## src/rtl/rf_write_arbiter.sv

```systemverilog
// rf_write_arbiter: register-file write port arbiter for the WB stage and an aux FIFO (optional RF_ZERO_REG_EN drops writes to register 0)
module rf_write_arbiter #(
  parameter int DEPTH    = 2,
  parameter int MAX_WAIT = 4,
  parameter int AW       = 4,
  parameter int DW       = 32
) (
  input  logic              clk,
  input  logic              rst,
  input  logic              wb_we,
  input  logic [AW-1:0]     wb_rd,
  input  logic [DW-1:0]     wb_data,
  input  logic              aux_valid,
  output logic              aux_ready,
  input  logic [AW-1:0]     aux_rd,
  input  logic [DW-1:0]     aux_data,
  output logic              wb_stall,
  output logic [2**AW-1:0]  pend_mask,
  output logic              rf_we,
  output logic [AW-1:0]     rf_wa,
  output logic [DW-1:0]     rf_wd
);
  localparam int PW = $clog2(DEPTH);
  logic [AW-1:0] q_rd [DEPTH];
  logic [DW-1:0] q_data [DEPTH];
  logic [PW-1:0] wr_ptr, rd_ptr;
  logic [PW:0] count;
  logic [3:0] wait_cnt, wait_nxt;
  logic empty, push, pop, wb_grant, zero_ok;
  logic [AW-1:0] sel_rd;
  logic [DW-1:0] sel_wd;
  assign empty     = count == '0;
  assign aux_ready = count != (PW+1)'(DEPTH);
  assign push      = aux_valid & aux_ready;
  // a registered stall hands the port to the queue head; otherwise WB wins and the queue drains in idle slots
  assign pop       = !empty & (wb_stall | !wb_we);
  assign wb_grant  = !pop & wb_we;
  assign sel_rd    = pop ? q_rd[rd_ptr] : wb_rd;
  assign sel_wd    = pop ? q_data[rd_ptr] : wb_data;
`ifdef RF_ZERO_REG_EN
  assign zero_ok   = sel_rd != '0;
`else
  assign zero_ok   = 1'b1;
`endif
  // starvation counter: counts consecutive denied cycles of a waiting head
  assign wait_nxt  = (empty | pop) ? 4'd0 : (wait_cnt == 4'(MAX_WAIT) ? wait_cnt : wait_cnt + 4'd1);
  // queue storage needs no reset: entries are only read while counted valid
  always_ff @(posedge clk) begin
    if (push) begin
      q_rd[wr_ptr]   <= aux_rd;
      q_data[wr_ptr] <= aux_data;
    end
  end
  // queue bookkeeping, starvation stall and registered write port
  always_ff @(posedge clk) begin
    if (rst) begin
      wr_ptr   <= '0;
      rd_ptr   <= '0;
      count    <= '0;
      wait_cnt <= '0;
      wb_stall <= 1'b0;
      rf_we    <= 1'b0;
      rf_wa    <= '0;
      rf_wd    <= '0;
    end else begin
      wr_ptr   <= wr_ptr + PW'(push);
      rd_ptr   <= rd_ptr + PW'(pop);
      count    <= count + (PW+1)'(push) - (PW+1)'(pop);
      wait_cnt <= wait_nxt;
      wb_stall <= wait_nxt == 4'(MAX_WAIT);
      rf_we    <= (pop | wb_grant) & zero_ok;
      if (pop | wb_grant) begin
        rf_wa <= sel_rd;
        rf_wd <= sel_wd;
      end
    end
  end
  // destinations still waiting in the queue, for the hazard unit
  always_comb begin
    pend_mask = '0;
    for (int i = 0; i < DEPTH; i++)
      if ((PW+1)'(i) < count) pend_mask[q_rd[rd_ptr + PW'(i)]] = 1'b1;
`ifdef RF_ZERO_REG_EN
    pend_mask[0] = 1'b0;
`endif
  end
endmodule

```

## config.mk

```make
export PLATFORM = sky130hd
export DESIGN_NAME = rf_write_arbiter
export DESIGN_NICKNAME = d
export VERILOG_FILES = /design/src/rtl/rf_write_arbiter.sv
export SDC_FILE = /design/constraint.sdc
export NUM_CORES = 1
export LEC_CHECK = 0
export CAP_MARGIN = 25
export CORE_ASPECT_RATIO = 0.9
export CORE_MARGIN = 2
export CORE_UTILIZATION = 49
export CTS_CLUSTER_SIZE = 10
export DETAILED_ROUTE_END_ITERATION = 16
export GPL_TIMING_DRIVEN = 0
export PLACE_DENSITY = 0.88
export SLEW_MARGIN = 20
export SYNTH_ARGS = -nofsm -noshare
export SYNTH_HDL_FRONTEND = slang
export SYNTH_SLANG_ARGS = --single-unit
```

## constraint.sdc

```tcl
create_clock -name clk -period 2.3 [get_ports clk]
set_input_delay 0.345 -clock clk [delete_from_list [all_inputs] [get_ports clk]]
set_output_delay 0.345 -clock clk [all_outputs]
set_load 0.01 [all_outputs]
```

==> results.json <==
{
  "multi_input_area_um2": 1790,
  "cp.required_ps": 1960,
  "die_w_um": 111,
  "setup_viol": 0,
  "gr-total-overflow": 0,
  "grt_pass1_vias": 3776,
  "synth_area_leaders": "edfxtp_1 43%, dfxtp_1 18%, mux2i_1 7.4%, mux2_2 6.1%, o21ai_1 3.8%",
  "num_vias": 3672,
  "wl_per_cell_um": 16.7,
  "grt_max_degree": 25,
  "initial_core_util": 0.497,
  "synth_edf_count": 72,
  "postLayoutCellArea_um2": 7280,
  "grt_pass1_wl_um": 18100,
  "yosys_register_bits": 118,
  "cp_top_family": "compound AO/OA/AOI/OAI gates",
  "clock-sinks": 118,
  "outcome": "complete, no violations",
  "fmax_ghz": 0.438,
  "antenna_found_initial": 0,
  "regArea_um2": 3080,
  "synth_flop_cell": "edfxtp_1",
  "dp_hpwl_um": 8000,
  "yosysTopAreaCellShare": 0.430,
  "cp_max_fo": 5,
  "syn-num-nets": 472,
  "yosysWarnings": 0,
  "crit_slowest_cell": "edfxtp_1",
  "die_h_um": 100,
  "p_leak_nw": 2.65,
  "placed_cell_area_um2": 6530,
  "final_common_cell": "clkdlybuf4s50_1",
  "power_density_nw_per_um2": 1090,
  "clockRootBuffer": "clkbuf_16",
  "cts_max_level": 4,
  "cp-end-kind": "output pin",
  "worstSkewPairLatency_ps": 400,
  "clockBufferDepth": 2,
  "num_io_pins": 131,
  "async_flop_share": 0,
  "core_area_um2": 10100,
  "tightest_slew_ps": 741,
  "max-slew-margin-rel": 0.503,
  "cts_made_buffers": 17,
  "nets": 633,
  "crit_arrival_ps": 1940,
  "layout_common_cells": "113 x clkdlybuf4s50_1, 72 x edfxtp_1, 46 x nand2_1",
  "area_growth_pct": 44.9,
  "final_antenna_net_count": 0,
  "io_buffers": 129,
  "gp_congestion": 0.931,
  "dp.cells": 650,
  "skew_ps": 11.6,
  "grt_setup_unrepaired": "yes",
  "postSynthCellCount": 390,
  "final.period_utilization": 0.994,
  "track_usage": 0.209,
  "cts_tree": "built",
  "fin_crit_ps": 2290,
  "ir_drop_mv": 0.587,
  "syn_avg_cell_area_um2": 12.9,
  "drt-pass1-iter-count": 5,
  "diodes": 0,
  "fp-row-count": 35,
  "slew_violations": 0,
  "r2r-start": "count[0]$_SDFF_PP0_",
  "worst-path-buf-inv": 2,
  "viasPerCell": 5.30,
  "critical_path_class": "flop to output pin",
  "drt_iter0_markers": 186,
  "fin_cells": 693,
  "seq_area_frac_synth": 0.614,
  "synth_top_cell_by_area": "edfxtp_1",
  "setup.worst_path.end": "pend_mask[5]",
  "worstHoldPathType": "primary input to flop",
  "hold_violations": 0,
  "drive_gt1_frac": 0.213,
  "clkTransAtPathRegs_ps": 60,
  "crit_start": "q_rd[1][0]$_DFFE_PP_",
  "cts_hold_buf": 0,
  "fp.dieArea_um2": 11100,
  "r2r_cells": 9,
  "reg2reg_setup_slack_ps": 340,
  "path_cells": "inv_2, o31a_1, nand3b_1, o22ai_2, clkdlybuf4s15_2",
  "fillCellCount": 681,
  "cp.depth": 5,
  "crit_path_start_kind": "flop",
  "r2r_end": "count[1]$_SDFF_PP0_",
  "drcViolationCount": 0,
  "drt_wl_total_um": 11500,
  "synth_area_um2": 5020,
  "slowest_delay_ps": 470,
  "cap_violations": 0,
  "yosysUniqueCellTypes": 45
}
[power by group]
group | leakage, nW | internal [mW] | switching, mW
combinational | 1.30 | 1.23 | 1.12
sequential | 1.05 | 2.69 | 0.188
clock | 0.296 | 1.74 | 1.00
[what timing repair did]
action                                  CTS  global route
setup buffers                             9             4
endpoints found under the setup margin   16            13
resized for setup                        34            18
pin swaps                                 0             1
[cell usage after synthesis, drive strengths merged (5+ instances only)]
| master | count |
|---|---|
| edfxtp | 72 |
| nand2 | 48 |
| dfxtp | 46 |
| o21ai | 40 |
| mux2i | 37 |
| mux2 | 35 |
| buf | 20 |
| o22ai | 16 |
| inv | 11 |
| nor2 | 9 |
| ha | 6 |
| nor3 | 6 |
| a31oi | 5 |
[routing by layer]
layer / part of all wire / global-route usage / vias to the layer above
met5: 0 / 0 / -
met4: 0.012 / 0.0740 / 0
li1: - / - / 1754
met1: 0.41 / 0.245 / 1769
met3: 0.059 / 0.0574 / 16
met2: 0.52 / 0.372 / 133
[worst min path at each step]
stage	endpoint	from	cells past startpoint
finish	wr_ptr$_SDFF_PP0_	rst	2
CTS	rd_ptr$_SDFF_PP0_	rst	2
detailed placement	rf_wd[10]$_SDFFE_PP0P_	rf_wd[10]$_SDFFE_PP0P_	2
global placement	rf_wd[0]$_SDFFE_PP0P_	rf_wd[0]$_SDFFE_PP0P_	2
global route	rd_ptr$_SDFF_PP0_	rst	2
floorplan	q_data[0][0]$_DFFE_PP_	aux_data[0]	0
[state kept, by name (all words and copies together) (netlist names)]
signal / flops
wait_cnt: 4
rd_ptr: 1
count: 2
rf_wd: 32
q_data: 64
q_rd: 8
wb_stall: 1
wr_ptr: 1
rf_we: 1
rf_wa: 4
[cells by family (layout without fill, tap and decap cells)]
group,after synthesis,in the layout,share of synthesized area
DFF,118,118,0.614
muxes,72,72,0.152
adders and majority gates,6,6,0.0149
AOI/OAI and AO/OA,71,71,0.0822
buffers and inverters,33,207,0.0436
and+or+nand+nor,85,85,0.0849
xor gates and xnor gates,5,5,0.00872
[area by class of cell]
cell class / count / share of cell area
Multi-Input combinational cell: 239 / 0.246
Buffer: 20 / 0.0261
Timing Repair Buffer: 144 / 0.192
Clock inverter: 14 / 0.0259
Inverter: 11 / 0.00567
Clock buffer: 18 / 0.0589
Tap cell: 129 / 0.0222
Sequential cell: 118 / 0.424
[stage by stage]
stage | TNS (ps) | setup slack, ps | power (mW) | hold slack, ps | util
global route | -172 | -53.1 | 8.33 | 260 | 0.720
floorplan | 0 | 172 | 4.21 | 444 | -
detailed placement | -582 | -92.1 | 5.16 | 440 | 0.646
global placement | -36250 | -505 | 5.05 | 436 | 0.640
finish | 0 | 14.8 | 7.97 | 249 | 0.720
CTS | 0 | 2.76 | 8.00 | 239 | 0.718
[worst reg2reg max path: cells and delay by family (launching register included)]
family / cells / cell delay (ps)
xor gates and xnor gates: 2 / 310
adders and majority gates: 2 / 410
buffers and inverters: 2 / 280
DFF: 1 / 510
and+or+nand+nor: 3 / 330
Power figures use the tool's default switching activity.
